<file path="config.mk">
export PLATFORM = sky130hd
export DESIGN_NAME = reg_fifo_param
export DESIGN_NICKNAME = d
export VERILOG_FILES = /design/src/rtl/reg_fifo_pkg.sv /design/src/rtl/fifo_flag_gen.sv /design/src/rtl/reg_fifo_param.sv
export SDC_FILE = /design/constraint.sdc
export NUM_CORES = 1
export LEC_CHECK = 0
export ABC_AREA = 1
export CORE_ASPECT_RATIO = 1.75
export CORE_MARGIN = 8
export CORE_UTILIZATION = 51
export CTS_BUF_LIST = sky130_fd_sc_hd__clkbuf_2 sky130_fd_sc_hd__clkbuf_4 sky130_fd_sc_hd__clkbuf_8
export CTS_CLUSTER_SIZE = 24
export DETAILED_ROUTE_END_ITERATION = 6
export GPL_ROUTABILITY_DRIVEN = 0
export PLACE_DENSITY = 0.69
export SLEW_MARGIN = 20
export SYNTH_ARGS = -nofsm -noshare
export SYNTH_HDL_FRONTEND = slang
export SYNTH_SLANG_ARGS = --single-unit
</file>
<file path="constraint.sdc">
create_clock -name Clock -period 3.35 [get_ports Clock]
set_input_delay 0.8375 -clock Clock [delete_from_list [all_inputs] [get_ports Clock]]
set_output_delay 0.8375 -clock Clock [all_outputs]
set_load 0.05 [all_outputs]
</file>
<file path="src/rtl/reg_fifo_pkg.sv">
// reg_fifo_pkg: shared constants (flag reset values), clog2 helper and parameter-legality check for reg_fifo_param
package reg_fifo_pkg;
  localparam logic FF_RST = 1'b0;
  localparam logic EF_RST = 1'b0;
  localparam logic AF_RST = 1'b0;
  localparam logic AE_RST = 1'b1;
  function automatic int clog2(input int v);
    int r;
    r = 0;
    while ((1 << r) < v) r = r + 1;
    return r;
  endfunction
  function automatic bit params_ok(input int width, input int depth, input int addr, input int af, input int ae);
    return width >= 1 && depth >= 2 && depth == (1 << addr) && clog2(depth) == addr &&
           af >= 1 && af <= depth && ae >= 0 && ae <= depth - 1;
  endfunction
endpackage

</file>
<file path="src/rtl/fifo_flag_gen.sv">
// fifo_flag_gen: registers Count/FF/EF/AF/AE from next-state pointers (in: Clock, Reset, wptr_nx, rptr_nx; out: Count, FF, EF, AF, AE)
module fifo_flag_gen
  import reg_fifo_pkg::*;
#(
  parameter int DEPTH    = 16,
  parameter int ADDR     = 4,
  parameter int AF_LEVEL = DEPTH - 2,
  parameter int AE_LEVEL = 2
) (
  input  logic            Clock,
  input  logic            Reset,
  input  logic [ADDR:0]   wptr_nx,
  input  logic [ADDR:0]   rptr_nx,
  output logic [ADDR:0]   Count,
  output logic            FF,
  output logic            EF,
  output logic            AF,
  output logic            AE
);
  localparam logic [ADDR:0] FULL_C = (ADDR + 1)'(DEPTH);
  localparam logic [ADDR:0] AF_C   = (ADDR + 1)'(AF_LEVEL);
  localparam logic [ADDR:0] AE_C   = (ADDR + 1)'(AE_LEVEL);
  logic [ADDR:0] cnt;
  assign cnt = wptr_nx - rptr_nx;
  always_ff @(posedge Clock) begin
    if (Reset) begin
      Count <= '0;
      FF    <= FF_RST;
      EF    <= EF_RST;
      AF    <= AF_RST;
      AE    <= AE_RST;
    end else begin
      Count <= cnt;
      FF    <= cnt == FULL_C;
      EF    <= cnt != '0;
      AF    <= cnt >= AF_C;
      AE    <= cnt <= AE_C;
    end
  end
endmodule

</file>
<file path="src/rtl/reg_fifo_param.sv">
// reg_fifo_param: register FIFO (Clock, Reset, Data/WE in; RE in, Q out; FF/EF/AF/AE/Count flags; OVF/UDF pulses), FWFT via REG_FIFO_PARAM_FWFT_EN
module reg_fifo_param
  import reg_fifo_pkg::*;
#(
  parameter int WIDTH    = 8,
  parameter int DEPTH    = 16,
  parameter int ADDR     = 4,
  parameter int AF_LEVEL = DEPTH - 2,
  parameter int AE_LEVEL = 2
) (
  input  logic             Clock,
  input  logic             Reset,
  input  logic [WIDTH-1:0] Data,
  input  logic             WE,
  input  logic             RE,
  output logic [WIDTH-1:0] Q,
  output logic             FF,
  output logic             EF,
  output logic             AF,
  output logic             AE,
  output logic [ADDR:0]    Count,
  output logic             OVF,
  output logic             UDF
);
  if (!params_ok(WIDTH, DEPTH, ADDR, AF_LEVEL, AE_LEVEL)) begin : g_bad_params
    $error("reg_fifo_param: illegal parameter combination");
  end
  logic [WIDTH-1:0] mem [DEPTH];
  logic [ADDR:0] wptr, rptr, wptr_nx, rptr_nx;
  logic rd_acc, wr_acc;
  logic [ADDR-1:0] ra;
  assign rd_acc  = RE & EF;
  assign wr_acc  = WE & (~FF | rd_acc);
  assign wptr_nx = wptr + {{ADDR{1'b0}}, wr_acc};
  assign rptr_nx = rptr + {{ADDR{1'b0}}, rd_acc};
  assign ra      = rptr[ADDR-1:0];
  always_ff @(posedge Clock) begin
    if (Reset) begin
      wptr <= '0;
      rptr <= '0;
      OVF  <= 1'b0;
      UDF  <= 1'b0;
    end else begin
      wptr <= wptr_nx;
      rptr <= rptr_nx;
      OVF  <= WE & ~wr_acc;
      UDF  <= RE & ~rd_acc;
    end
  end
  always_ff @(posedge Clock)
    if (!Reset && wr_acc) mem[wptr[ADDR-1:0]] <= Data;
`ifdef REG_FIFO_PARAM_FWFT_EN
  logic [WIDTH-1:0] q_hold;
  always_ff @(posedge Clock) q_hold <= Reset ? '0 : EF ? mem[ra] : q_hold;
  assign Q = EF ? mem[ra] : q_hold;
`else
  always_ff @(posedge Clock) Q <= Reset ? '0 : rd_acc ? mem[ra] : Q;
`endif
  fifo_flag_gen #(
    .DEPTH(DEPTH), .ADDR(ADDR), .AF_LEVEL(AF_LEVEL), .AE_LEVEL(AE_LEVEL)
  ) u_flags (
    .Clock(Clock), .Reset(Reset), .wptr_nx(wptr_nx), .rptr_nx(rptr_nx),
    .Count(Count), .FF(FF), .EF(EF), .AF(AF), .AE(AE)
  );
endmodule

</file>
# --- Word-level counts from Yosys, hierarchy flattened ---
# Memory sizes are Yosys's and may differ from the RTL's. A register that Yosys moved wholly into a read port is not among the register bits.
# Cells that the tools add are included.
word_totals:
  elab_cells: 29
  mem_bits_rw: 128
  ff_bits: 21
  mem_count: 1
classes:
  n_reduce_logical: 3
  muxes: 2
  bitwise_logic: 8
  n_addsub: 3
  n_eq_ne: 1
  n_lt_le_gt_ge: 2
memory_table:
  columns: ["memory", "depth", "word_bits", "rd", "rd_ports_with_merged_regs", "wr", "line_no", "text"]
  rows:
  - ["mem", 16, 8, 1, 1, 1, "reg_fifo_param.sv:28", "logic [WIDTH-1:0] mem [DEPTH];"]
ops:
  columns: ["cell", "n"]
  rows:
  - ["$add 5x1->5", 2]
  - ["$eq 5x5->1 const B", 1]
  - ["$ge 5x4->1 const B", 1]
  - ["$le 5x2->1 const B", 1]
  - ["$reduce_bool 5->1", 1]
  - ["$sub 5x5->5", 1]
  - ["$and 1x1->1", 4]
  - ["$not 1->1", 3]
  - ["$mux 1", 2]
  - ["$logic_and 1x1->1", 1]
  - ["$logic_not 1->1", 1]
  - ["$or 1x1->1", 1]

# --- Longest topological paths before layout ---
# Gate-level depths: netlist of run 1.
depth:
  ltp_word: 6
  depth_mapped: 17

# --- Cells and area by module ---
# Synthesis of run 1 repeated with hierarchy kept, for this count alone.
unflattened:
  hier_cells: 673
  hier_area_um2: 6787.8
by_module_without_submodules:
  columns: ["mod", "cells_each", "seq_area_each_um2", "n_inst", "area_per_inst_um2"]
  rows:
  - ["reg_fifo_param", 609, 4244.1, 1, 6314.8]
  - ["fifo_flag_gen", 64, 180.2, 1, 473.0]

# --- Worst setup path after synthesis of run 1 ---
# Ideal clock, no wire load.
synth_path:
  path_kind: "input-to-reg"
  from: "input RE"
  to: "register u_flags.EF"
  t_required_ns: 3.236
  arrival_time_ns: 2.590
  setup_slack_ns: 0.646
  setup_time_ns: 0.114
  stages: 14
  cell_sequence: "nand2_2 clkinv_1 ha_1 ha_1 inv_1 ha_1 a21oi_1 nand2_1 nand3_1 nand2_1 inv_1 nand3_1 nand2_1 nand2_1"
synth_rtl:
  columns: ["item", "line_no", "text"]
  rows:
  - ["start: declaration", "reg_fifo_param.sv:15", "input logic RE,"]
  - ["$and 1x1->1", "reg_fifo_param.sv:32", "assign rd_acc = RE & EF;"]
  - ["net rd_acc", "reg_fifo_param.sv:30", "logic rd_acc, wr_acc;"]
  - ["$add 5x1->5", "reg_fifo_param.sv:35", "assign rptr_nx = rptr + {{ADDR{1'b0}}, rd_acc};"]
  - ["net rptr_nx[1]", "reg_fifo_param.sv:29", "logic [ADDR:0] wptr, rptr, wptr_nx, rptr_nx;"]
  - ["$sub 5x5->5", "fifo_flag_gen.sv:24", "assign cnt = wptr_nx - rptr_nx;"]
  - ["$reduce_bool 5->1", "fifo_flag_gen.sv:35", "EF <= cnt != '0;"]
  - ["end signal: assignment", "fifo_flag_gen.sv:29", "EF <= EF_RST;"]
  - ["end signal: assignment", "fifo_flag_gen.sv:35", null]
  - ["end: declaration", "fifo_flag_gen.sv:16", "output logic EF,"]
# The timed path passes the listed nets, and every way through them passes these cells.
# A chain may end at the register's enable or synchronous reset.

# --- Final worst setup path of run 1 ---
layout_path:
  from: "input RE"
  to: "register u_flags.AE"
layout_between:
  elab_chain_len: 6
layout_rtl:
  columns: ["item", "line_no", "text"]
  rows:
  - ["$and 1x1->1", "reg_fifo_param.sv:32", null]
  - ["$or 1x1->1", "reg_fifo_param.sv:33", "assign wr_acc = WE & (~FF | rd_acc);"]
  - ["$and 1x1->1", "reg_fifo_param.sv:33", null]
  - ["$add 5x1->5", "reg_fifo_param.sv:34", "assign wptr_nx = wptr + {{ADDR{1'b0}}, wr_acc};"]
  - ["net u_flags.wptr_nx[1]", "fifo_flag_gen.sv:12", "input logic [ADDR:0] wptr_nx,"]
  - ["$sub 5x5->5", "fifo_flag_gen.sv:24", null]
  - ["$le 5x2->1", "fifo_flag_gen.sv:37", "AE <= cnt <= AE_C;"]
  - ["end signal: assignment", "fifo_flag_gen.sv:31", "AE <= AE_RST;"]
  - ["end signal: assignment", "fifo_flag_gen.sv:37", null]
  - ["end: declaration", "fifo_flag_gen.sv:18", "output logic AE"]
# The timed path passes the listed nets, and every way through them passes these cells.

==> flow_metrics.tcl, run 1 <==
set metrics [dict create \
    grt.total_usage_pct 18.96 \
    numCtsBuffers 17 \
    power_per_cell_area_nw_per_um2 682.2 \
    yosys_register_bits 157 \
    layout_common_cells "230 x nand2_1, 128 x edfxtp_1, 70 x nand3_1" \
    crit_arrival_ns 3.11 \
    cts_resized 0 \
    maxSlewHeadroom_pct 44.21 \
    outcome "finished, final reports clean" \
    placed_area_sq_um 7094 \
    whs_ns 0.4962 \
    cts_max_level 4 \
    finalSetupViolations 0 \
    hold_violations 0 \
    final_core_utilization_pct 59.02 \
    netlist_area_sq_um 6545 \
    drt_pre_antenna_iters 5 \
    path_class "in2reg" \
    insertion_delay_ns 0.43 \
    synth-seq-area-share_pct 67.60 \
    antenna_found_initial 0 \
    min_path_type "reg2reg" \
    start_kind "primary input" \
    pre_cts_ws_ns 0.1206 \
    root_buffer "clkbuf_8" \
    avgSynthCellArea_sq_um 10.41 \
    grt.overflow.total 0 \
    cp_slowest_cell "clkdlybuf4s50_1" \
    drc 0 \
    max_clock_freq_mhz 359.1 \
    setup_slack_ns 0.5649 \
    wire_per_inst_um 17.57 \
    ys_warn_count 0 \
    cts_setup_buffers 0 \
    ant_nets 0 \
    clock_skew_ns 0.01058 \
    multi_input_area_sq_um 1813 \
    end_kind "flop" \
    crit_top_cell "nand2_1" \
    start_util_pct 51.41 \
    p_leak_nw 2.969 \
    slowest_delay_ns 0.49 \
    hpwl_mm 10.72 \
    cp_data_required_time_ns 3.68 \
    via_per_inst 5.298 \
    io_buffer_count 30 \
    wirelength_mm 15.15 \
    layout-drive-gt1-share_pct 10.13 \
    num_rows 55 \
    core_sq_um 12730 \
    grt_pass1_vias 4594 \
    io_pins 31 \
    cts_tree "built" \
    vias 4567 \
    ir_worst_vdd_uv 576.7 \
    clockBufferDepth 2 \
    slew_violations 0 \
    design_area_sq_um 7513 \
    register_area_sq_um 4425 \
    worst_slew_pin_slew_ns 0.8357 \
    grt_max_degree 50 \
    clock-sinks 157 \
    dieArea_sq_um 16860 \
    dp_cells 830 \
    period_share_pct 83.14 \
    grt_pass1_wl_mm 24.06 \
    area_delta_synth_final_pct 14.80 \
    netlist_instances 629 \
    cap_violations 0 \
    stdcell_count 862 \
    diodes 0 \
    nNetsFinal 699 \
    fin_setup_tns_ns 0 \
    syn_nets 650 \
    die_height_um 165.9 \
    worstPathMaxFanout 5 \
    clk_pin_slew_ns 0.09 \
    fillCellCount 1024 \
    rsz0062_at_grt "no" \
    synth_cell_types 28 \
    crit_chain "clkdlybuf4s50_1, nand2_2, nand2_1, inv_1, nor2_1, ha_1, ha_1, xnor2_1, ha_1, nor2_1, inv_1, nand3_1, nand2_1, nand2_1, nand3_2, nand2_1, inv_1" \
    final_common_cell "nand2_1" \
    power.total_mw 5.126 \
    die_w_um 101.6 \
    dr.first_iter.drc_count 368 \
    period_minus_slack_ns 2.785 \
    cts_hold_buf 0 \
]
worst paths after layout:
kind / from / endpoint / slack [ns] / depth (start not counted)
hold reg to reg: u_flags.FF / OVF / 0.50 / 2
setup reg to reg: u_flags.EF / u_flags.AE / 1.05 / 16
hold / removal: u_flags.FF / OVF / 0.50 / 2
setup / recovery: RE / u_flags.AE / 0.56 / 17
sequential cells by signal, summed over array words and instances, names as in the netlist:
register       cells
OVF                1
Q                  8
UDF                1
mem              128
rptr               5
u_flags.AE         1
u_flags.AF         1
u_flags.Count      5
u_flags.EF         1
u_flags.FF         1
wptr               5
cell families after synthesis:
kind of cell             synth area share [%]
flip-flops                              67.60
XOR/XNOR                               0.4015
AO/OA/AOI/OAI                           2.753
AND/OR/NAND/NOR                         22.83
buffers and inverters                   4.703
adder cells (fa/ha/maj)                 1.721
layout make-up:
class                   count  area share, %
multi-input cells         405          24.13
flip-flops and latches    157          58.90
inverters                  43          2.148
well taps                 171          2.848
repair buffers             54          6.395
clock buffers              17          3.114
clock inverters            15          2.465
synth_stat cells (all sizes together):
cell type	number	area share, %
clkbuf	4	0.29
o211ai	8	0.92
inv	42	2.4
nor3	2	0.23
nand2	235	14
nand4	1	0.096
nand3	71	5.5
xor2	2	0.27
edfxtp	128	59
ha	9	1.7
a21boi	8	0.92
clkinv	1	0.057
dfxtp	29	8.9
a21oi	9	0.69
xnor2	1	0.13
buf	20	1.9
o21ai	3	0.23
nor2	56	3.3
routing by layer:
layer / up-vias / track usage, % / share of wire, %
li1: 2187 / - / -
met1: 2193 / 19.99 / 38
met2: 158 / 34.48 / 55
met3: 29 / 3.568 / 3.5
met4: 0 / 8.871 / 3.0
met5: - / 0 / 0
worst max-delay path, delay by kind of cell:
family                   cells  cell delay (ns)
AND/OR/NAND/NOR              9             0.79
XOR/XNOR                     1             0.14
adder cells (fa/ha/maj)      3             0.67
buffers and inverters        4             0.67
where the power goes:
group	internal, mW	switching [mW]
registers	2.21	0.0784
clock network	0.749	0.716
logic	0.417	0.955
total	3.38	1.75
(Power assumes the default switching activity.)
==> inputs of run 2 (changes only) <==
Settings changed: PLACE_DENSITY 0.69 to 0.72.
Clock period 3.35 ns to 2.3 ns, I/O delays scaled along.
==> run 2 against run 1 <==
Effect of this change: sequential share of layout area fell by 2.3 points; first-iteration DRC count rose by 38%; combinational power rose by 64%; critical path type is now reg2out; non-clock buffer count rose by 19; design area rose by 4.1%; via count rose by 1.1%; clock power rose by 53%.
==> flow_metrics.tcl, run 2 (synthesized netlist as in run 1, its figures left out) <==
set metrics [dict create \
    crit_chain "clkdlybuf4s50_1" \
    grt.overflow.total 0 \
    grt.total_usage_pct 19.73 \
    rsz0062_at_grt "no" \
    maxSlewHeadroom_pct 54.00 \
    holdPathStages 1 \
    largest_reg_flops 128 \
    wirelength_mm 15.82 \
    slew_violations 0 \
    worstHoldStart "u_flags.EF" \
    power_per_cell_area_nw_per_um2 999.5 \
    final_common_cell "nand2_1" \
    die_w_um 101.6 \
    cpLargestDelayFamily "buffers and inverters" \
    root_buffer "clkbuf_8" \
    critPathLaunch "Q[0]" \
    cts_max_level 4 \
    io_buffer_count 30 \
    pre_cts_ws_ns -0.6413 \
    end_kind "primary output" \
    grt_pass1_vias 4706 \
    nNetsFinal 718 \
    cp.depth 1 \
    path_class "reg2out" \
    crit_buf_inv 1 \
    numCtsBuffers 17 \
    ant_nets 0 \
    cap_violations 0 \
    stdcell_count 881 \
    antenna_found_initial 0 \
    outcome "finished, final reports clean" \
    dr.first_iter.drc_count 507 \
    clk_pin_slew_ns 0.09 \
    clock-sinks 157 \
    num_rows 55 \
    via_per_inst 5.241 \
    start_kind "flop" \
    slowest_delay_ns 0.85 \
    grt_max_degree 65 \
    layout_common_cells "228 x nand2_1, 128 x edfxtp_1, 65 x nand3_1" \
    cp_data_required_time_ns 1.73 \
    cts_tree "built" \
    ir_worst_vdd_uv 871.6 \
    clockBufferDepth 2 \
    area_delta_synth_final_pct 19.52 \
    dp_cells 848 \
    max_clock_freq_mhz 449.6 \
    wire_per_inst_um 17.95 \
    worst_slew_pin_slew_ns 0.6879 \
    core_sq_um 12730 \
    hold_violations 0 \
    die_height_um 165.9 \
    fillCellCount 999 \
    cp_slowest_cell "clkdlybuf4s50_1" \
    p_leak_nw 3.095 \
    cts_hold_buf 0 \
    start_util_pct 51.41 \
    diodes 0 \
    period_share_pct 96.71 \
    hpwl_mm 11.08 \
    vias 4617 \
    insertion_delay_ns 0.45 \
    layout-drive-gt1-share_pct 16.34 \
    clock_skew_ns 0.01766 \
    io_pins 31 \
    worstPathMaxFanout 2 \
    drc 0 \
    period_minus_slack_ns 2.224 \
    grt_pass1_wl_mm 24.79 \
    whs_ns 0.4616 \
    setup_slack_ns 0.07578 \
    min_path_type "reg2reg" \
    dieArea_sq_um 16860 \
    finalSetupViolations 0 \
    reg2reg_from "u_flags.EF" \
    r2r_cells 16 \
    crit_arrival_ns 1.65 \
    drt_pre_antenna_iters 5 \
]
-- run 2: layout make-up --
| class | count | area [sq um] | share of cell area, % |
|---|---|---|---|
| clock buffer | 17 | 234.0 | 2.991 |
| clock inverter | 15 | 209.0 | 2.671 |
| inverter | 43 | 162.7 | 2.079 |
| multi-input combinational | 405 | 1948 | 24.90 |
| sequential | 157 | 4431 | 56.64 |
| tap | 171 | 214.0 | 2.735 |
| timing repair buffer | 73 | 624.3 | 7.981 |
-- run 2: where the power goes --
| group | switching [mW] | internal, mW |
|---|---|---|
| clock network | 1.05 | 1.20 |
| logic | 1.50 | 0.745 |
| registers | 0.0988 | 3.22 |
-- run 2: path summary, 6_finish.rpt --
check	to	slack (ns)
worst min-delay path	UDF	0.46
worst max-delay path	Q[0]	0.08
worst max register to register	u_flags.EF	0.15
worst min register to register	UDF	0.46
-- run 2: metal layers --
layer	track usage (%)	wire length, um	vias to the layer above
met5	0	0	-
met4	13.31	872	0
met3	3.820	674	43
met2	34.39	8567	154
met1	20.45	5701	2190
li1	-	-	2230
-- run 2: per-stage QoR --
stage / instance area (sq um) / setup TNS, ns / util, % / total power, mW
CTS: 7687 / 0 / 60.38 / 7.754
finish: 7823 / 0 / 61.44 / 7.819
floorplan: 6560 / 0 / - / 4.745
global route: 7823 / 0 / 61.44 / 8.171
global placement: 7244 / -14.91 / 56.90 / 5.466
detailed placement: 7244 / -21.99 / 56.90 / 5.520
-- run 2: what timing repair did --
item	4_1_cts	5_1_grt
setup buffers	0	1
endpoints found under the hold margin	0	0
pin swaps	0	9
gates resized for setup	3	28
endpoints found under the setup margin	8	5
